### config.mk
export PLATFORM = sky130hd
export DESIGN_NAME = pipe_hazard_ctrl
export DESIGN_NICKNAME = d
export VERILOG_FILES = /design/src/rtl/pipe_hazard_ctrl.sv
export SDC_FILE = /design/constraint.sdc
export NUM_CORES = 1
export LEC_CHECK = 0
export BUFFER_PORTS_ARGS = -buffer_cell sky130_fd_sc_hd__buf_2
export CORE_UTILIZATION = 33
export CTS_CLUSTER_DIAMETER = 40
export DETAILED_ROUTE_END_ITERATION = 16
export PLACE_DENSITY = 0.74
export SLEW_MARGIN = 10
export SYNTH_ARGS = -nofsm -noshare
export SYNTH_HDL_FRONTEND = slang
export SYNTH_SLANG_ARGS = --single-unit
### constraint.sdc
create_clock -name clk -period 1.84 [get_ports clk]
set_clock_uncertainty 0.2 [all_clocks]
set_input_delay 0.368 -clock clk [delete_from_list [all_inputs] [get_ports clk]]
set_output_delay 0.368 -clock clk [all_outputs]
set_load 0.005 [all_outputs]
### src/rtl/pipe_hazard_ctrl.sv
// pipe_hazard_ctrl: hazard and stall controller for the 5-stage pipeline.
// It drives the enables of the IF/ID and ID/EX pipeline registers.
//
// Outputs:
//   - pc_write / if_id_write : front-end load enables.
//   - if_id_flush            : squash the instruction fetched behind a taken branch.
//   - ctrl_out               : control word entering ID/EX. This is the
//                              decoder word, or NOP_CTRL for a bubble.
//   - mdu_busy               : a multiply/divide sequence is holding the front end.
//
// Priority in RUN: taken branch > load-use hazard > MDU start.
// After an MDU issue the front end is frozen for exactly MDU_LAT-1 cycles.
// MDU_LAT is legal over 2..16.
//
// Handshake: none. This block only qualifies register enables.
// An enable of 0 means "hold"; an enable of 1 means "load at the next rising edge".
//
// Optional build macro HAZ_PERF_CNT_EN adds the saturating performance
// counters stall_cycles and flush_count.
module pipe_hazard_ctrl #(
  parameter int unsigned          CTRL_W   = 14,
  parameter logic [CTRL_W-1:0]    NOP_CTRL = 14'h0001,
  parameter int unsigned          MDU_LAT  = 4
) (
  input  logic              clk,
  input  logic              reset,
  input  logic [4:0]        if_id_rs,
  input  logic [4:0]        if_id_rt,
  input  logic              if_id_uses_rt,
  input  logic [4:0]        id_ex_rt,
  input  logic              id_ex_mem_read,
  input  logic              id_mdu_start,
  input  logic              branch_taken,
  input  logic [CTRL_W-1:0] ctrl_in,
  output logic [CTRL_W-1:0] ctrl_out,
  output logic              pc_write,
  output logic              if_id_write,
  output logic              if_id_flush,
  output logic              mdu_busy,
  output logic              dbg_state
`ifdef HAZ_PERF_CNT_EN
  ,
  output logic [15:0]       stall_cycles,
  output logic [15:0]       flush_count
`endif
);

  typedef enum logic {
    RUN      = 1'b0,
    MDU_WAIT = 1'b1
  } state_e;

  // The issue cycle is spent in RUN.
  // The remaining MDU_LAT-1 held cycles run cnt from MDU_LAT-2 down to 0.
  localparam logic [3:0] CNT_INIT = 4'(MDU_LAT - 2);

  state_e     state_q, state_d;
  logic [3:0] cnt_q, cnt_d;
  logic       lu;

  // Load-use hazard: the load in EX writes a register that ID is about to read.
  // Register 0 is hard-wired, so it never creates a hazard.
  always_comb begin
    lu = id_ex_mem_read && (id_ex_rt != 5'd0) &&
         ((id_ex_rt == if_id_rs) || (if_id_uses_rt && (id_ex_rt == if_id_rt)));
  end

  // Next-state and output decode.
  // While reset is low, all outputs are forced to their reset values.
  always_comb begin
    state_d     = state_q;
    cnt_d       = cnt_q;
    pc_write    = 1'b1;
    if_id_write = 1'b1;
    if_id_flush = 1'b0;
    mdu_busy    = 1'b0;
    ctrl_out    = ctrl_in;
    if (reset) begin
      unique case (state_q)
        RUN: begin
          if (branch_taken) begin
            // Squash the wrong-path instruction.
            // Any MDU start in ID is on the wrong path too.
            if_id_flush = 1'b1;
            ctrl_out    = NOP_CTRL;
          end else if (lu) begin
            // One bubble. By the next cycle the load has left EX.
            pc_write    = 1'b0;
            if_id_write = 1'b0;
            ctrl_out    = NOP_CTRL;
          end else if (id_mdu_start) begin
            // The MDU instruction itself enters ID/EX.
            // The freeze begins next cycle.
            state_d = MDU_WAIT;
            cnt_d   = CNT_INIT;
          end
        end
        MDU_WAIT: begin
          // EX holds only bubbles here, so branch and lu cannot legally assert.
          mdu_busy    = 1'b1;
          pc_write    = 1'b0;
          if_id_write = 1'b0;
          ctrl_out    = NOP_CTRL;
          if (cnt_q == 4'd0) begin
            state_d = RUN;
          end else begin
            cnt_d = cnt_q - 4'd1;
          end
        end
        default: begin
          state_d = RUN;
        end
      endcase
    end
  end

  // State register with asynchronous active-low reset.
  always_ff @(posedge clk or negedge reset) begin
    if (!reset) begin
      state_q <= RUN;
      cnt_q   <= 4'd0;
    end else begin
      state_q <= state_d;
      cnt_q   <= cnt_d;
    end
  end

  assign dbg_state = state_q;

`ifdef HAZ_PERF_CNT_EN
  logic [15:0] stall_cycles_q, flush_count_q;

  // Saturating event counters: stalled cycles and flushed cycles.
  always_ff @(posedge clk or negedge reset) begin
    if (!reset) begin
      stall_cycles_q <= 16'd0;
      flush_count_q  <= 16'd0;
    end else begin
      if (!pc_write && (stall_cycles_q != 16'hFFFF)) begin
        stall_cycles_q <= stall_cycles_q + 16'd1;
      end
      if (if_id_flush && (flush_count_q != 16'hFFFF)) begin
        flush_count_q <= flush_count_q + 16'd1;
      end
    end
  end

  assign stall_cycles = stall_cycles_q;
  assign flush_count  = flush_count_q;
`endif

endmodule
; Word-level counts from Yosys, hierarchy flattened
; Cells that the tools add are included.
[classes]
n_addsub = 1
reduce_logical = 7
bitwise_logic = 1
eq_ne = 6
muxes = 23
[op_table]
columns = operator, count
row1 = two-way mux 14 bit, 3
row2 = case mux 14 bit (2 select lines), 1
row3 = two-way mux 4 bit, 4
row4 = two-way mux 1 bit, 12
row5 = equality test 5 bit, 2
row6 = "inequality test 2 bit, second input constant", 4
row7 = case mux 4 bit (2 select lines), 1
row8 = AND reduction 5 bit, 1
row9 = nonzero test 5 bit, 1
row10 = logical NOT 4 bit, 1
row11 = case mux 1 bit (2 select lines), 2
row12 = "subtractor 4 x 1 -> 4 bit, second input constant", 1
row13 = logical AND 1 bit, 3
row14 = logical OR 1 bit, 1
row15 = inverter 1 bit, 1
[word_totals]
in_bits = 35
regBits = 5
elab_cells = 40
out_inout_bits = 19

; Depth between registers and ports, before layout
[logic_depth]
word_depth = 8
depth_mapped = 6
depth_no_buf = 6

; Worst setup path after synthesis
; OpenSTA, ideal clock, no wires.
[synth_path]
path_type = input to output
startpoint = input id_ex_rt[1]
endpoint = output pc_write
arrival_ns = 1.493
path_stages = 5
setup_slack_ns = -0.221
cell_sequence = or4_1 -> o21ai_2 -> nor2b_1 -> a31oi_1 -> buf_4
[synth_between]
elab_chain_cells = 8
[synth_lines]
columns = element, line
row1 = from (decl), 30  ; input logic [4:0] id_ex_rt,
row2 = equality test 5 bit, 65  ; ((id_ex_rt == if_id_rs) || (if_id_uses_rt && (id_ex_rt == if_id_rt)));
row3 = logical AND 1 bit, 65
row4 = logical OR 1 bit, 65
row5 = logical AND 1 bit *, 64  ; lu = id_ex_mem_read && (id_ex_rt != 5'd0) &&
row6 = two-way mux 1 bit * (2 in series), --
row7 = case mux 1 bit (2 select lines) *, --
row8 = two-way mux 1 bit *, --
row9 = to (decl), 36  ; output logic pc_write,
; Every way passes the cells marked *; elsewhere a longest branch is shown, timed or not.

; Worst setup path after layout
[layout_path]
startpoint = input id_ex_rt[2]
endpoint = output if_id_write
[layout_between]
elab_chain_cells = 8
[layout_lines]
columns = element, line
row1 = equality test 5 bit, 65
row2 = logical AND 1 bit, 65
row3 = logical OR 1 bit, 65
row4 = logical AND 1 bit *, 64
row5 = two-way mux 1 bit *, 86  ; end else if (lu) begin
row6 = two-way mux 1 bit *, 81  ; if (branch_taken) begin
row7 = case mux 1 bit (2 select lines) *, 79  ; unique case (state_q)
row8 = two-way mux 1 bit *, 78  ; if (reset) begin
row9 = to (decl), 37  ; output logic if_id_write,
; Marked as above.

==> results summary <==
The initial antenna violation count came out at 0. 0 antenna diodes ended up in the layout. At the pin with the least slew margin, the transition time is 0.4489 ns.

The analysis attributes to net switching a power of 382.3 uW. Setup repair after global routing could not meet its margin everywhere. The area of the core region came out at 1727 um2. The post-synthesis to final-layout area growth came out at 93.18%.

The hold violation total from the final report is 0. For the worst setup path, the data required time is 1.27 ns. Of the total power, registers draw 23.4%. The library cell used as clock root buffer is clkbuf_4. The multi-input combinational cell area came out at 539.3 um2.

The clock buffer count from CTS came out at 3. Once layout is done, the placed cells without fillers occupy 1170 um2. Setup violations remaining at the end of the flow were counted as 16. The die boundary height came out at 44.84 um. In the layout the commonest cells are 46 x buf_2, 10 x buf_4, 8 x xnor2_1, 8 x and3_1, 8 x buf_6.

The maximum number of pins on one net before global-route repair came out at 15. The power density over the cells came out at 789.9 nW/um2. The count of mapped cells out of synthesis is 80.

Net switching is 41.37% of the power. In the synthesized netlist the dominant register cell turns out to be dfrtp_1. The effective utilization at floorplan is 35.07%. The count of cell types in the netlist is 29. The total iterations of the first detailed-routing run is 4. The floorplan step defined a die boundary enclosing 2010 um2. The placed wire-length estimate after detailed placement came out at 1.366 mm. In this run the cell area of the synthesized design comes to 605.6 um2. The count of buffers inserted at the top-level ports is 53. The buffer levels on the longest clock path came out at 2. STA classifies the critical path startpoint as an input pin. The final critical path takes up 120.4% of the cycle.

At the worst endpoint, the arrival time is 1.65 ns. The routed wire length is 2.103 mm. After synthesis, the share of flip-flops with an asynchronous set or reset is 100.0%.

The total track usage is 19.65%. The fraction of final layout cells sized beyond drive strength 1 came out at 60.54%. The floorplan has 15 rows. The internal power consumption came out at 541.8 uW. Pin placement for this block handled 54 I/O pins. The share of total power in combinational logic came out at 62.5%. The fill cell instance count of the final layout is 143. The flow ran to the end, but the final reports show violations. The kind of capture point of the worst setup path is an output pin. The Yosys step of the flow raised 0 warnings. The insertion delay to the later sink of the worst-skew pair came out at 0.25 ns. TritonCTS built the clock tree. Clock-pin slew was measured on the worst setup and hold paths at 0.04 ns. Leaving out fill and tap cells, the most frequent cell in the layout is buf_2.

The summed negative setup slack over all endpoints is -5.638 ns. The register bit count reported by yosys came out at 5. CTS built an H-tree with a depth of 1. The number of global-route vias before repair came to 725. Sequential elements use 20.66% of the synthesized area. The number of sinks handled by clock tree synthesis is 5. The remaining antenna violation count after routing is 0.

The largest fanout of any net on the critical path came out at 3. VDD sags by at most 0.4679 mV. Static timing analysis puts the maximum clock frequency at 0.4513 GHz. In the routed design, unresolved DRC markers number 0. The final number of max-transition violations was 0. The total leakage power came out at 0.5988 nW. After layout, the minimum clock period comes to 2.216 ns. Counting flops with a built-in enable in the synthesized netlist gives 0. The max-slew headroom at the worst pin is 69.87%.

The number of violations reported at the end of detailed-routing iteration 0 is 12. The net count after synthesis came out at 117. The number of nets in the finished design is 185. The part of the total power dissipated in the clock network came out at 14.2%.

The post-detailed-route wirelength per cell is 12.23 um. The x dimension of the die came out at 44.84 um. In the final layout, flip-flops and latches occupy 126.4 um2.

The weighted congestion at the end of routability-driven global placement came out at 0.7912. The total vias in the final route is 856. Across the run, the number of max-cap violations was 0. The path category of the worst min-delay check is input pin to flip-flop.

The average vias per placed instance came out at 4.977. The critical path in this run is classified as input pin to output pin. The final reports fail on setup timing. The total global routing overflow came out at 0. The post-layout worst setup margin is -0.3756 ns. The average instance in the mapped netlist occupies 7.570 um2.

The post-detailed-placement cell area came out at 943.4 um2. The first global-routing pass estimated 2.863 mm of wire.
-- sequential cells by signal, summed over array words and instances, names as in the netlist --
signal,cells
cnt_q,4
dbg_state,1
-- cells by family after synthesis --
group | after synthesis | synth area share (%)
simple gates | 35 | 33.47
compound gates | 17 | 18.39
buf+inv | 11 | 8.884
xor+xnor | 10 | 14.46
flops | 5 | 20.66
fa+ha+maj | 2 | 4.132
-- routing by layer --
metal | part of all wire [%] | global-route usage (%)
met2 | 58 | 36.47
met3 | 4.0 | 5.200
met1 | 36 | 19.95
met4 | 2.0 | 10.30
met5 | 0 | 0
-- final timing paths --
path                                  start           to  slack, ns  depth (start not counted)
worst min-delay path                  reset    dbg_state       0.24                          3
worst min register to register     cnt_q[1]     cnt_q[1]       0.35                          1
worst max-delay path            id_ex_rt[2]  if_id_write      -0.38                          7
min in group asynchronous             reset     cnt_q[2]       0.52                          3
max in group asynchronous             reset    dbg_state       0.70                          3
worst max register to register     cnt_q[0]     cnt_q[2]       0.21                          6
-- power by group through the flow --
stage / Sequential [mW] / Clock, mW / Combinational, mW
5_1_grt: 0.224 / 0.145 / 0.641
6_report: 0.216 / 0.131 / 0.577
2_1_floorplan: 0.192 / 0 / 0.325
4_1_cts: 0.212 / 0.134 / 0.514
3_3_place_gp: 0.213 / 0 / 0.469
3_5_place_dp: 0.213 / 0 / 0.480
-- Yosys cell counts, drive strengths merged (2+ instances only) --
library cell | count | area share, %
nand2 | 5 | 3.5
nor3 | 2 | 1.7
nor2b | 2 | 2.1
ha | 2 | 4.1
o22ai | 3 | 3.1
nand3 | 3 | 2.5
o21ai | 8 | 7.2
a31oi | 2 | 2.1
buf | 3 | 3.9
and3 | 14 | 15
nor2 | 4 | 2.5
inv | 7 | 4.3
xnor2 | 10 | 14
a21oi | 2 | 2.3
dfrtp | 5 | 21
-- layout make-up --
class | count | area share (%)
clock buffers | 4 | 2.246
multi-input cells | 65 | 46.10
inverters | 7 | 2.246
flip-flops and latches | 5 | 10.80
repair buffers | 66 | 35.94
well taps | 25 | 2.674
-- worst max-delay path, stage by stage --
cell and delay [ns]:
buf_8 0.10, or4_4 0.53, o21ai_4 0.19, buf_6 0.13, nor2b_4 0.04, a31oi_4 0.15
buf_2 0.13
-- repair_timing --
item | CTS | global route
setup buffers | 0 | 4
gates resized for setup | 15 | 18
hold buffers | 1 | 0
endpoints found under the setup margin | 16 | 18
hold endpoints to repair | 5 | 0
pin swaps | 11 | 8
gates cloned | 1 | 0
-- stage by stage --
stage / std cells / utilization (%) / power (mW) / setup slack [ns] / hold WS (ns)
CTS: 168 / 61.16 / 0.8603 / -0.3793 / 0.2127
finish: 172 / 67.75 / 0.9241 / -0.3756 / 0.2415
global placement: 162 / 54.64 / 0.6817 / -0.4014 / 0.1317
floorplan: 80 / - / 0.5177 / -0.1853 / -0.1276
detailed placement: 162 / 54.64 / 0.6930 / -0.4281 / 0.1320
global route: 172 / 67.75 / 1.010 / -0.4118 / 0.2477
Power figures use the tool's default switching activity.
